**config.mk**
```make
export PLATFORM = sky130hd
export DESIGN_NAME = serial_bit_feeder
export DESIGN_NICKNAME = d
export VERILOG_FILES = /design/src/rtl/serial_bit_feeder.sv
export SDC_FILE = /design/constraint.sdc
export NUM_CORES = 1
export LEC_CHECK = 0
export BUFFER_PORTS_ARGS = -buffer_cell sky130_fd_sc_hd__buf_2
export CORE_MARGIN = 2
export CORE_UTILIZATION = 52
export DETAILED_ROUTE_END_ITERATION = 12
export PLACE_DENSITY = 0.85
export REMOVE_ABC_BUFFERS = 1
export SLEW_MARGIN = 10
export SYNTH_ARGS = -nofsm -noshare
export SYNTH_HDL_FRONTEND = slang
export SYNTH_SLANG_ARGS = --single-unit
export TNS_END_PERCENT = 100
```
**constraint.sdc**
```tcl
create_clock -name clk -period 2.4 [get_ports clk]
set_input_delay 0.48 -clock clk [delete_from_list [all_inputs] [get_ports clk]]
set_output_delay 0.48 -clock clk [all_outputs]
set_load 0.005 [all_outputs]
```
**src/rtl/serial_bit_feeder.sv**
```systemverilog
// serial_bit_feeder
//   Buffered parallel-to-serial stage. WIDTH-bit words are accepted over a
//   valid/ready handshake into a DEPTH-word circular FIFO, then shifted out
//   one bit per clock on dout (qualified by dout_valid). Consecutive words
//   stream with no idle gap. dout holds IDLE_BIT while no data bit is present.
//
// Ports
//   clk        : clock, rising edge
//   resetn     : synchronous, active-low reset
//   in_data    : word to serialize
//   in_valid   : in_data valid
//   in_ready   : FIFO can accept a word this cycle
//   dout       : serial bit
//   dout_valid : dout carries a data bit
//   level      : words held in the FIFO (excludes the word in the shifter)
//   busy       : dout_valid | (level != 0)
module serial_bit_feeder #(
   parameter int WIDTH     = 8,
   parameter int DEPTH     = 4,
   parameter int MSB_FIRST = 1,
   parameter int IDLE_BIT  = 0
) (
   input  logic                     clk,
   input  logic                     resetn,
   input  logic [WIDTH-1:0]         in_data,
   input  logic                     in_valid,
   output logic                     in_ready,
   output logic                     dout,
   output logic                     dout_valid,
   output logic [$clog2(DEPTH):0]   level,
   output logic                     busy
);

   localparam int AW = $clog2(DEPTH);
   localparam int CW = AW + 1;
   localparam int BW = $clog2(WIDTH);

   localparam logic [CW-1:0] FULL_LVL = CW'(DEPTH);
   localparam logic [BW-1:0] LAST_BIT = BW'(WIDTH - 1);
   localparam logic          IDLE_VAL = (IDLE_BIT != 0);

   logic [WIDTH-1:0] mem_q [DEPTH];

   logic [AW-1:0]    wr_ptr_q, wr_ptr_d;
   logic [AW-1:0]    rd_ptr_q, rd_ptr_d;
   logic [CW-1:0]    count_q, count_d;
   logic [WIDTH-1:0] shreg_q, shreg_d;
   logic [BW-1:0]    bit_cnt_q, bit_cnt_d;
   logic             dout_valid_q, dout_valid_d;

   logic push;
   logic pop;
   logic last_bit;

   assign in_ready = (count_q != FULL_LVL);
   assign push     = in_valid & in_ready;
   assign last_bit = (bit_cnt_q == LAST_BIT);
   // Reload on the edge that ends the last bit keeps back-to-back words gapless.
   assign pop      = (!dout_valid_q || last_bit) && (count_q != '0);

   always_comb begin
      wr_ptr_d     = wr_ptr_q;
      rd_ptr_d     = rd_ptr_q;
      count_d      = count_q;
      shreg_d      = shreg_q;
      bit_cnt_d    = bit_cnt_q;
      dout_valid_d = dout_valid_q;

      if (push) wr_ptr_d = wr_ptr_q + AW'(1);
      if (pop)  rd_ptr_d = rd_ptr_q + AW'(1);

      case ({push, pop})
         2'b10:   count_d = count_q + CW'(1);
         2'b01:   count_d = count_q - CW'(1);
         default: count_d = count_q;
      endcase

      if (pop) begin
         shreg_d      = mem_q[rd_ptr_q];
         bit_cnt_d    = '0;
         dout_valid_d = 1'b1;
      end else if (dout_valid_q && !last_bit) begin
         if (MSB_FIRST != 0) shreg_d = {shreg_q[WIDTH-2:0], 1'b0};
         else                shreg_d = {1'b0, shreg_q[WIDTH-1:1]};
         bit_cnt_d = bit_cnt_q + BW'(1);
      end else if (dout_valid_q) begin
         // last bit done and nothing queued
         dout_valid_d = 1'b0;
      end
   end

   always_ff @(posedge clk) begin
      if (!resetn) begin
         wr_ptr_q     <= '0;
         rd_ptr_q     <= '0;
         count_q      <= '0;
         shreg_q      <= '0;
         bit_cnt_q    <= '0;
         dout_valid_q <= 1'b0;
      end else begin
         wr_ptr_q     <= wr_ptr_d;
         rd_ptr_q     <= rd_ptr_d;
         count_q      <= count_d;
         shreg_q      <= shreg_d;
         bit_cnt_q    <= bit_cnt_d;
         dout_valid_q <= dout_valid_d;
      end
   end

   // Storage needs no reset: occupancy gates every read.
   always_ff @(posedge clk) begin
      if (resetn && push) mem_q[wr_ptr_q] <= in_data;
   end

   always_comb begin
      dout = IDLE_VAL;
      if (dout_valid_q) dout = (MSB_FIRST != 0) ? shreg_q[WIDTH-1] : shreg_q[0];
   end

   assign dout_valid = dout_valid_q;
   assign level      = count_q;
   assign busy       = dout_valid_q | (count_q != '0);

endmodule

```
==> summary.txt <==
Run status
  • Status: finished clean

Worst hold path
  • Hold path depth: 1
  • Beginning of the worst hold path: in_data[2]
  • Worst Hold Class: input pin to flip-flop
  • Worst Hold End: mem_q[3][2]$_DFFE_PP_

Die
  • Die Wd: 68.2 um
  • Core area: 4000 um^2
  • Placement row count: 23
  • Num ports: 18
  • DIE AREA: around 4700 um^2
  • Die height: 68.2 um
  • Initial Util: 53.6%

Logic synthesis
  • Yosys reg bits: 53
  • Synth top area share: roughly 45%
  • Post-Synthesis Cells: 161
  • Ranking of synthesized cells by area: edfxtp_1 45%, dfxtp_1 20%, mux4_2 8.4%
  • Cell taking the most area after synthesis: edfxtp_1
  • Syn Std Cell Area: 2150 um^2
  • Syn Area/Cell: 13.3 um^2
  • Share of the yosys chip area belonging to registers: between 60% and 70%
  • Yosys warning count: 0
  • Distinct cells, synth: 25

Place
  • RePlAce Congestion: approximately 0.74
  • IO Port Bufs: 17
  • Detailed placement HPWL: about 2600 um

Timing
  • Setup TNS: 0 ns
  • Worst-margin pin slew: 0.534 ns
  • Setup-violating endpoint count in the final report: 0
  • Slew margin rel.: 64.3%
  • Period Utilization, post-route: 97.0%
  • Final Hold Vio Count: 0
  • Max Freq: 430 MHz
  • Worst Skew: 0.00558 ns
  • Final Hold Slack: 0.380 ns
  • Post-route minimum period: 2.33 ns
  • RSZ-0062 raised after global routing: false
  • Slew Viols, Final: 0

Finish
  • Layout cells sized above 1: 23.3%
  • Area delta synth->final: 12.0%
  • Number of diodes: 0
  • FILL cells: 298
  • Most frequent cells in the layout: 32 x edfxtp_1, 24 x a21oi_1, 19 x dfxtp_1
  • Final nets: 198
  • Commonest non-fill, non-tap cell in the layout: edfxtp_1
  • Final Core Density: 60.1%

Clocking
  • H-tree depth: 2
  • Num CTS Buffers: 5
  • Clock Sinks: 53
  • Post-CTS Hold Buffers: 0
  • CTS max path bufs: 2
  • Post-CTS Repair Setup Buffers: 0
  • Root Driver: clkbuf_8
  • Worst-path clk slew: ~0.1 ns
  • Clk_lat worst skew: between 0.3 and 0.4 ns
  • CTS tree: built

Routing
  • DRT iter0 DRCs: 90
  • Routed WL: around 3800 um
  • Drt pass-1 iters: 4
  • Antenna-violating nets left: 0
  • Vias: 1314
  • Post-route DRC: 0
  • Mean routed wirelength per cell: between 15 and 20 um
  • Vias per Instance: 5.71

Critical path
  • Setup crit end kind: flip-flop
  • CP Launch Type: flip-flop
  • Critical Path Fanout Max: 6
  • CP arrival: 2.56 ns
  • Reg2Reg Depth: 9
  • Slowest stage cell on the critical path: or3b_4
  • Most frequent CP cell: inv_1
  • CP Class: flip-flop to flip-flop
  • Reg-to-reg slack, setup: roughly 0.072 ns
  • WP data required: 2.63 ns
  • Worst r2r src: level[1]$_SDFFE_PN0P_
  • CP cell instances: or3b_4, and2_4, inv_1, ha_2, inv_1, fa_2, xor2_1, or3_1, a21oi_1
  • RR Endpoint: level[2]$_SDFFE_PN0P_
  • Highest cell delay on the worst timing path: 0.39 ns

Global route
  • Pin count of the biggest net entering global routing: 18
  • Number of antenna violations at the first check in global routing: 0
  • Total gr overflow: 0
  • Vias in the first global route: 1340
  • GRT Overall Usage: between 10% and 20%
  • Global-route wire length before repair: about 6300 um

Pwr
  • P_leak: 0.000887 uW
  • Tot Pwr: 2690 uW
  • Max IR drop VDD: 0.678 mV
  • PwrDens: 1120 nW/um^2

Job
  • Maxcap violations: 0
## cell families after synthesis
group,count (synthesis),synth area share [%]
buffers and inverters,16,3.15
adders and majority gates,8,5.01
muxes,10,9.33
DFF,53,64.4
AOI/OAI and AO/OA,35,8.40
xor gates and xnor gates,2,0.816
and+or+nand+nor,37,8.92
## cell type report
cell class	count	area [um^2]	share of cell area, %
Multi-Input combinational cell	92	704	29.3
Tap cell	50	62.6	2.60
Clock buffer	5	68.8	2.86
Inverter	7	26.3	1.09
Sequential cell	53	1390	57.7
Timing Repair Buffer	20	108	4.48
Clock inverter	3	46.3	1.93
## worst max-delay path, delay by kind of cell (launching register included)
kind                       cells  cell delay [ns]
xor gates and xnor gates       1             0.18
DFF                            1             0.37
adders and majority gates      2             0.55
buffers and inverters          2             0.13
and+or+nand+nor                3             0.90
AOI/OAI and AO/OA              1             0.13
## state kept, by name (all words and copies together) (netlist names), named ones only
| signal | cells |
|---|---|
| bit_cnt_q | 3 |
| dout_valid | 1 |
| level | 3 |
| mem_q | 32 |
| rd_ptr_q | 2 |
| shreg_q | 8 |
| wr_ptr_q | 2 |
## synthesized netlist by cell type, drive strengths merged
| cell | n |
|---|---|
| xor2 | 2 |
| buf | 4 |
| and2 | 2 |
| nand3 | 6 |
| or3b | 1 |
| mux2i | 2 |
| or3 | 3 |
| inv | 7 |
| and3 | 4 |
| clkbuf | 5 |
| nor3 | 2 |
| a21oi | 24 |
| nor2b | 1 |
| nor2 | 4 |
| a21o | 2 |
| dfxtp | 21 |
| mux4 | 8 |
| ha | 7 |
| nand2b | 4 |
| nand2 | 10 |
| edfxtp | 32 |
| fa | 1 |
| o21ai | 9 |
## report_power, final
part | total [uW] | switching [uW] | internal (uW)
Combinational | 839 | 467 | 372
Clock | 602 | 290 | 312
Sequential | 1250 | 122 | 1130
Total | 2690 | 879 | 1810
## routing by layer
metal  wire length (um)  GRT usage, %  vias up
li1                   -             -      617
met1               1540          24.2      639
met2               1960          32.0       45
met3                213          4.11       13
met4                 95          8.75        0
met5                  0             0        -
## worst max path at each step
| stage | start | endpoint |
|---|---|---|
| 2_1_floorplan | level[0]$_SDFFE_PN0P_ | level[2]$_SDFFE_PN0P_ |
| 3_3_place_gp | level[2]$_SDFFE_PN0P_ | level[2]$_SDFFE_PN0P_ |
| 3_5_place_dp | level[2]$_SDFFE_PN0P_ | level[2]$_SDFFE_PN0P_ |
| 4_1_cts | level[0]$_SDFFE_PN0P_ | level[2]$_SDFFE_PN0P_ |
| 5_1_grt | level[2]$_SDFFE_PN0P_ | level[2]$_SDFFE_PN0P_ |
| 6_report | level[1]$_SDFFE_PN0P_ | level[2]$_SDFFE_PN0P_ |
## metrics by stage
step,cell area [um^2],setup WS (ns),std cells
6_report,2400,0.0721,230
5_1_grt,2400,0.00573,230
4_1_cts,2400,0.0529,230
3_5_place_dp,2270,0.0243,222
3_3_place_gp,2270,0.215,222
2_1_floorplan,2100,0.116,152
## repair_timing
item,in CTS,in global routing
gates cloned,0,0
endpoints found under the setup margin,1,1
pin swaps,0,1
gates resized for setup,4,2
No activity file was read; power rests on OpenSTA's default activity.
